File: src/rtl/pong_video_pkg.sv
// Shared 640x480@60 VGA timing constants, counter/rgb widths and ARGB packing
// for the pong video path.
package pong_video_pkg;

   localparam int CW_DEF       = 10;
   localparam int H_ACTIVE_DEF = 640;
   localparam int H_FP_DEF     = 16;
   localparam int H_SYNC_DEF   = 96;
   localparam int H_BP_DEF     = 48;
   localparam int V_ACTIVE_DEF = 480;
   localparam int V_FP_DEF     = 10;
   localparam int V_SYNC_DEF   = 2;
   localparam int V_BP_DEF     = 33;

   localparam int H_TOTAL_DEF      = H_ACTIVE_DEF + H_FP_DEF + H_SYNC_DEF + H_BP_DEF;
   localparam int V_TOTAL_DEF      = V_ACTIVE_DEF + V_FP_DEF + V_SYNC_DEF + V_BP_DEF;
   localparam int H_SYNC_START_DEF = H_ACTIVE_DEF + H_FP_DEF;
   localparam int H_SYNC_END_DEF   = H_SYNC_START_DEF + H_SYNC_DEF;
   localparam int V_SYNC_START_DEF = V_ACTIVE_DEF + V_FP_DEF;
   localparam int V_SYNC_END_DEF   = V_SYNC_START_DEF + V_SYNC_DEF;

   localparam int              RGB_W      = 9;
   localparam logic [RGB_W-1:0] RGB_ON    = 9'h1FF;
   localparam logic [31:0]      ARGB_ALPHA = 32'hFF00_0000;

   // Display wrapper widens each 3-bit channel to 8 bits by bit replication.
   function automatic logic [31:0] argb_pack(input logic [RGB_W-1:0] rgb);
      logic [7:0] r, g, b;
      r = {rgb[8:6], rgb[8:6], rgb[8:7]};
      g = {rgb[5:3], rgb[5:3], rgb[5:4]};
      b = {rgb[2:0], rgb[2:0], rgb[2:1]};
      return ARGB_ALPHA | {8'h00, r, g, b};
   endfunction

endpackage

File: src/rtl/pong_vga_timing_sync_axis.sv
// One timing axis (horizontal or vertical): wrapping position counter plus
// blank/sync decode of the count as it stands before the step.
module pong_sync_axis
   import pong_video_pkg::*;
#(
   parameter int   ACTIVE = 640,
   parameter int   FP     = 16,
   parameter int   SYNC   = 96,
   parameter int   BP     = 48,
   parameter logic POL    = 1'b0,
   parameter int   CW     = CW_DEF
) (
   input  logic          clk,
   input  logic          reset,
   input  logic          step,
   output logic [CW-1:0] count,
   output logic          wrap,
   output logic          blank_d,
   output logic          sync_d
);

   localparam logic [CW-1:0] LAST    = CW'(ACTIVE + FP + SYNC + BP - 1);
   localparam logic [CW-1:0] ACT_END = CW'(ACTIVE);
   localparam logic [CW-1:0] SYNC_S  = CW'(ACTIVE + FP);
   localparam logic [CW-1:0] SYNC_E  = CW'(ACTIVE + FP + SYNC);

   logic [CW-1:0] count_q, count_d;

   always_comb begin
      count_d = count_q;
      wrap    = step & (count_q == LAST);
      if (step) begin
         count_d = (count_q == LAST) ? '0 : count_q + 1'b1;
      end
   end

   always_ff @(posedge clk) begin
      if (reset) begin
         count_q <= '0;
      end else begin
         count_q <= count_d;
      end
   end

   assign count   = count_q;
   assign blank_d = (count_q >= ACT_END);
   assign sync_d  = ((count_q >= SYNC_S) && (count_q < SYNC_E)) ? POL : ~POL;

endmodule

File: src/rtl/pong_vga_timing.sv
// VGA timing source: pixel counters, registered sync/blank/rgb stage one pixel
// behind the counters. Define PONG_VGA_BORDER_EN to light a one-pixel frame border.
module pong_vga_timing
   import pong_video_pkg::*;
#(
   parameter int   H_ACTIVE = H_ACTIVE_DEF,
   parameter int   H_FP     = H_FP_DEF,
   parameter int   H_SYNC   = H_SYNC_DEF,
   parameter int   H_BP     = H_BP_DEF,
   parameter int   V_ACTIVE = V_ACTIVE_DEF,
   parameter int   V_FP     = V_FP_DEF,
   parameter int   V_SYNC   = V_SYNC_DEF,
   parameter int   V_BP     = V_BP_DEF,
   parameter logic HS_POL   = 1'b0,
   parameter logic VS_POL   = 1'b0,
   parameter int   CW       = CW_DEF
) (
   input  logic             clk,
   input  logic             reset,
   input  logic             pix_ce,
   input  logic             vid_in,
   output logic [CW-1:0]    hcount,
   output logic [CW-1:0]    vcount,
   output logic             hsync,
   output logic             vsync,
   output logic             hblank,
   output logic             vblank,
   output logic             de,
   output logic [RGB_W-1:0] rgb,
   output logic             frame_start
);

   logic h_wrap, v_wrap, h_blank_d, v_blank_d, h_sync_d, v_sync_d;
   logic v_step, lit_d, at_origin_q;
   logic hsync_q, vsync_q, hblank_q, vblank_q, fs_q;
   logic [RGB_W-1:0] rgb_q, rgb_d;

   assign v_step = pix_ce & h_wrap;

   pong_sync_axis #(
      .ACTIVE(H_ACTIVE), .FP(H_FP), .SYNC(H_SYNC), .BP(H_BP), .POL(HS_POL), .CW(CW)
   ) u_h_axis (
      .clk(clk), .reset(reset), .step(pix_ce),
      .count(hcount), .wrap(h_wrap), .blank_d(h_blank_d), .sync_d(h_sync_d)
   );

   pong_sync_axis #(
      .ACTIVE(V_ACTIVE), .FP(V_FP), .SYNC(V_SYNC), .BP(V_BP), .POL(VS_POL), .CW(CW)
   ) u_v_axis (
      .clk(clk), .reset(reset), .step(v_step),
      .count(vcount), .wrap(v_wrap), .blank_d(v_blank_d), .sync_d(v_sync_d)
   );

   always_comb begin
      lit_d = vid_in;
`ifdef PONG_VGA_BORDER_EN
      lit_d = vid_in
            | (hcount == CW'(0)) | (hcount == CW'(H_ACTIVE - 1))
            | (vcount == CW'(0)) | (vcount == CW'(V_ACTIVE - 1));
`endif
      rgb_d = (lit_d & ~h_blank_d & ~v_blank_d) ? RGB_ON : '0;
   end

   // The counters reach (0,0) only through reset or a full-frame wrap, so a
   // flag tracks that instead of a wide compare.
   always_ff @(posedge clk) begin
      if (reset) begin
         at_origin_q <= 1'b1;
         hsync_q     <= ~HS_POL;
         vsync_q     <= ~VS_POL;
         hblank_q    <= 1'b1;
         vblank_q    <= 1'b1;
         rgb_q       <= '0;
         fs_q        <= 1'b0;
      end else begin
         fs_q <= pix_ce & at_origin_q;
         if (pix_ce) begin
            at_origin_q <= h_wrap & v_wrap;
            hsync_q     <= h_sync_d;
            vsync_q     <= v_sync_d;
            hblank_q    <= h_blank_d;
            vblank_q    <= v_blank_d;
            rgb_q       <= rgb_d;
         end
      end
   end

   assign hsync       = hsync_q;
   assign vsync       = vsync_q;
   assign hblank      = hblank_q;
   assign vblank      = vblank_q;
   assign de          = ~hblank_q & ~vblank_q;
   assign rgb         = rgb_q;
   assign frame_start = fs_q;

endmodule

File: config.mk
export PLATFORM = sky130hd
export DESIGN_NAME = pong_vga_timing
export DESIGN_NICKNAME = d
export VERILOG_FILES = /design/src/rtl/pong_video_pkg.sv /design/src/rtl/pong_vga_timing_sync_axis.sv /design/src/rtl/pong_vga_timing.sv
export SDC_FILE = /design/constraint.sdc
export NUM_CORES = 1
export LEC_CHECK = 0
export CAP_MARGIN = 5
export CORE_MARGIN = 10
export CORE_UTILIZATION = 30
export CTS_CLUSTER_SIZE = 8
export DETAILED_ROUTE_END_ITERATION = 10
export GPL_TIMING_DRIVEN = 0
export HOLD_SLACK_MARGIN = 0.15
export SYNTH_ARGS = -nofsm -noshare
export SYNTH_HDL_FRONTEND = slang
export SYNTH_HIERARCHICAL = 1
export SYNTH_SLANG_ARGS = --single-unit
File: constraint.sdc
create_clock -name clk -period 4.6 [get_ports clk]
set_clock_uncertainty 0.15 [all_clocks]
set_input_delay 0.69 -clock clk [delete_from_list [all_inputs] [get_ports clk]]
set_output_delay 0.69 -clock clk [all_outputs]
set_load 0.05 [all_outputs]
==> Yosys cells after proc, flatten, opt, wreduce, memory -nomap -nowiden <==
Index checks and enable logic that the tools add are counted.
{ "totals": {"ff_bits": 35, "in_bits": 4, "wordCells": 38} }
{ "classes": {"addsub": 2, "magnitude_cmp": 6, "eq_ne": 2, "mux": 5, "n_bitwise": 12, "n_reduce_logical": 2} }
{ "op_table": {"columns": ["cell", "n"], "rows": [
  ["adder 10 x 1 -> 10 bit, second input constant", 2],
  ["equality test 10 bit, second input constant", 2],
  [">= comparator 10 bit, second input constant", 2],
  [">= comparator 10 x 9 -> 1 bit, second input constant", 2],
  ["2-to-1 mux 10 bit", 2],
  ["less-than comparator 10 bit, second input constant", 1],
  ["less-than comparator 10 x 9 -> 1 bit, second input constant", 1],
  ["2-to-1 mux 9 bit", 1],
  ["AND 1 bit", 8],
  ["inverter 1 bit", 4],
  ["logical AND 1 bit", 2],
  ["2-to-1 mux 1 bit", 2]
]} }

==> Longest topological paths before layout <==
{ "logic_depth": {"depth_word": 5, "depth_mapped": 9} }

==> Modules after synthesis <==
Netlist, hierarchy kept.
{ "modules_own_cells": {"columns": ["module", "instances", "cells_per_inst", "area_each_um2", "seq_area_each_um2"], "rows": [
  ["pong_sync_axis at u_h_axis", 1, 62, 553.0, 200.2],
  ["pong_sync_axis at u_v_axis", 1, 59, 520.5, 200.2],
  ["pong_vga_timing", 1, 33, 326.6, 140.1]
]} }

==> Worst setup path before layout <==
Ideal clock, no wire load.
{ "synth_path": {"kind": "register to register", "startpoint": "register u_h_axis.count_q[5], in the netlist u_h_axis/count[5]", "endpoint": "register u_v_axis.count_q[7], in the netlist u_v_axis/count[7]", "setup_time_ns": 0.070, "t_arrival_ns": 2.383, "required_time_ns": 4.380, "slack_ns": 1.998, "path_stages_with_launch": 10, "n_path_buf": 2, "synth_period_minus_slack_ns": 2.602, "cell_sequence": "dfxtp_1 > clkbuf_2 > nor4b_1 > and2_1 > and3_1 > and2_1 > buf_2 > nand3_2 > or4_1 > a21oi_1"} }
{ "synth_via": {"elab_chain_len": 3} }
{ "synth_rtl": {"columns": ["element", "line", "rtl"], "rows": [
  ["from (decl)", "pong_vga_timing_sync_axis.sv:27", "logic [CW-1:0] count_q, count_d;"],
  ["from (signal assigned)", "pong_vga_timing_sync_axis.sv:41", "count_q <= count_d;"],
  ["equality test 10 bit", "pong_vga_timing_sync_axis.sv:31", "wrap = step & (count_q == LAST);"],
  ["AND 1 bit", "pong_vga_timing_sync_axis.sv:31", null],
  ["net h_wrap", "pong_vga_timing.sv:33", "logic h_wrap, v_wrap, h_blank_d, v_blank_d, h_sync_d, v_sync_d;"],
  ["AND 1 bit", "pong_vga_timing.sv:38", "assign v_step = pix_ce & h_wrap;"],
  ["net v_step", "pong_vga_timing.sv:34", "logic v_step, lit_d, at_origin_q;"],
  ["to (signal assigned)", "pong_vga_timing_sync_axis.sv:41", null],
  ["to (decl)", "pong_vga_timing_sync_axis.sv:27", null]
]} }
The timed path passes the listed nets, and every way through them passes these cells.
A chain may end at the register's enable or synchronous reset.

==> Worst setup path after layout <==
{ "layout_path": {"startpoint": "input port pix_ce", "endpoint": "register u_v_axis.count_q[7], in the netlist u_v_axis/count[7]"} }
{ "layout_via": {"elab_chain_len": 2} }
{ "layout_rtl": {"columns": ["element", "line", "rtl"], "rows": [
  ["from (decl)", "pong_vga_timing.sv:20", "input logic pix_ce,"],
  ["AND 1 bit", "pong_vga_timing_sync_axis.sv:31", null],
  ["net h_wrap", "pong_vga_timing.sv:33", null],
  ["AND 1 bit", "pong_vga_timing.sv:38", null],
  ["net v_step", "pong_vga_timing.sv:34", null]
]} }
The timed path passes the listed nets, and every way through them passes these cells.

==> impl_metrics.tcl <==
set metrics [dict create \
    first_iter_violations 52 \
    cts_made_buffers 3 \
    ys_ff_latch 27 \
    die_w_um 88.3 \
    power_mw 0.459 \
    fin_crit_ns 3.01 \
    cts_sinks 27 \
    tns_ns 0 \
    outcome "complete, no violations" \
    die-area_sq_um 7800 \
    gr-usage-met3_pct 2.30 \
    met2_usage_pct 13.2 \
    rows 24 \
    syn2layout_area_growth_pct 35.0 \
    crit_path_max_fanout 8 \
    antenna_cells 0 \
    postRouteAntennaNets 0 \
    wirelength_um 3380 \
    die_h_um 88.3 \
    criticalPathCategory "in -> reg" \
    yosys_warnings 6 \
    syn-cell-area_sq_um 1400 \
    grt_pass1_vias 1137 \
    start_kind "input port" \
    final_cell_mix "clkdlybuf4s50_1 (38), dfxtp_1 (27), nor2_1 (13)" \
    holdWs_ns 0.317 \
    gp_congestion 0.739 \
    wl_per_cell_um 13.6 \
    synth-seq-area-share_pct 38.6 \
    cts_buffer_depth 2 \
    grt_use_total_pct 8.81 \
    cts_hold_buffers 0 \
    fin_crit_sh_pct 65.4 \
    synth-main-ff-cell "dfxtp_1" \
    slew_headroom_pct 65.0 \
    drcViolationCount 0 \
    dp.cells 244 \
    vias_per_cell 4.98 \
    clk_latency_ns 0.27 \
    syn_inst 154 \
    report.final.slew_viol_count 0 \
    cts_resized 0 \
    core_region_area_sq_um 4440 \
    fmax_ghz 0.332 \
    final_hold_viol_count 0 \
    async_flop_share_pct 0 \
    postCtsSetupRepairBufs 0 \
    drt-pass1-iter-count 4 \
    grt_max_degree 16 \
    power_density_nw_per_um2 243 \
    clk_pin_slew_ns 0.09 \
    grt_busiest_layer "met2" \
    crit_required_ns 4.66 \
    start_util_pct 31.5 \
    drive_gt1_share_pct 12.8 \
    syn_area_per_cell_sq_um 9.09 \
    leakage_nw 0.710 \
    cap_violations 0 \
    startpoint "pix_ce" \
    overflow 0 \
    synth_edf_count 0 \
    cts_tree "done" \
    slowest_delay_ns 0.57 \
    layout_commonest_cell "clkdlybuf4s50_1" \
    h-tree-depth 1 \
    clockRootBuffer "clkbuf_8" \
    worstMarginPinSlew_ns 0.523 \
    antenna_found_initial 0 \
    io_pins 39 \
    ir_drop_mv 0.105 \
    place.port_buffers 38 \
    min_from "at_origin_q" \
    cp-end-kind "flop" \
    nets 205 \
    finalSetupViolCount 0 \
    r2r_start "u_h_axis/count[5]" \
    instances_no_fill 248 \
    synth_cell_types 42 \
    grt_pass1_wl_um 5620 \
    synth_nets 162 \
    path_cells "clkdlybuf4s50_1, buf_4, and4_2, and3_1, and2_1, buf_2, nand3_2, or4_1, a21oi_1" \
    rsz0062_at_grt "no" \
    arrival_ns 3.07 \
    post-dp-hpwl_um 2530 \
    final_util_pct 42.5 \
    met1_usage_pct 11.6 \
    slowest_stage "clkdlybuf4s50_1" \
    min_path_type "reg -> reg" \
    routed-via-count 1236 \
]
-- final cells by class --
class,count,area (sq um)
Buffer,12,88.8
Clock buffer,4,45.0
Fill cell,471,2550
Inverter,7,26.3
Multi-Input combinational cell,108,744
Sequential cell,27,541
Tap cell,52,65.1
Timing Repair Buffer,38,380
-- registers in the layout (all words and copies together) (netlist names) --
| signal | count |
|---|---|
| hsync | 1 |
| frame_start | 1 |
| at_origin_q | 1 |
| u_h_axis/count | 10 |
| rgb | 1 |
| u_v_axis/count | 10 |
| vsync | 1 |
| hblank | 1 |
| vblank | 1 |
-- metrics by stage --
stage	setup slack [ns]	instance area, sq um
after floorplan	2.00	1400
after global placement	1.29	1850
after detailed placement	1.28	1850
after CTS	1.58	1890
after global routing	1.39	1890
final	1.59	1890
-- cell families (layout without fill, tap and decap cells) --
logic type,after synthesis,in the layout,share of synthesized area [%]
buf+inv,19,61,8.22
compound gates,29,29,15.1
flops,27,27,38.6
simple gates,65,65,27.9
fa+ha+maj,4,4,3.57
mux,3,3,2.23
xor+xnor,7,7,4.38
-- Yosys cell counts (3+ instances only) --
library cell	n	share of area, %
a211o_1	4	2.5
a21oi_1	9	3.2
and3_1	3	1.3
buf_4	9	4.8
dfxtp_1	27	39
ha_1	4	3.6
inv_1	6	1.6
nand2_1	9	2.4
nand2b_1	3	1.3
nand3_1	3	1.1
nand4_1	6	2.7
nor2_1	13	3.5
nor2b_1	4	1.8
nor3_1	3	1.1
o21ai_0	4	1.4
o31ai_1	5	2.7
or3_1	4	1.8
or4_1	5	2.7
xor2_1	5	3.1
-- per-layer routing --
| metal | vias to the layer above | wire length, um |
|---|---|---|
| li1 | 632 | - |
| met1 | 576 | 1620 |
| met2 | 26 | 1500 |
| met3 | 2 | 223 |
| met4 | 0 | 36 |
| met5 | - | 0 |
-- where the power goes --
part / internal, mW / total, mW / switching (mW)
registers: 0.239 / 0.245 / 0.00592
logic: 0.0301 / 0.0791 / 0.0491
clock network: 0.0620 / 0.135 / 0.0731
total: 0.331 / 0.459 / 0.128
-- worst max-delay path: cells and delay by family --
| family | cells | cell delay, ns |
|---|---|---|
| simple gates | 5 | 1.28 |
| compound gates | 1 | 0.14 |
| buf+inv | 3 | 0.96 |
-- final timing paths --
check / to / slack [ns] / cells after the start
setup / recovery: u_v_axis/count[7] / 1.59 / 9
hold / removal: frame_start / 0.32 / 2
setup reg to reg: u_v_axis/count[7] / 1.98 / 9
hold reg to reg: frame_start / 0.32 / 2
No activity file was read; power rests on OpenSTA's default activity.
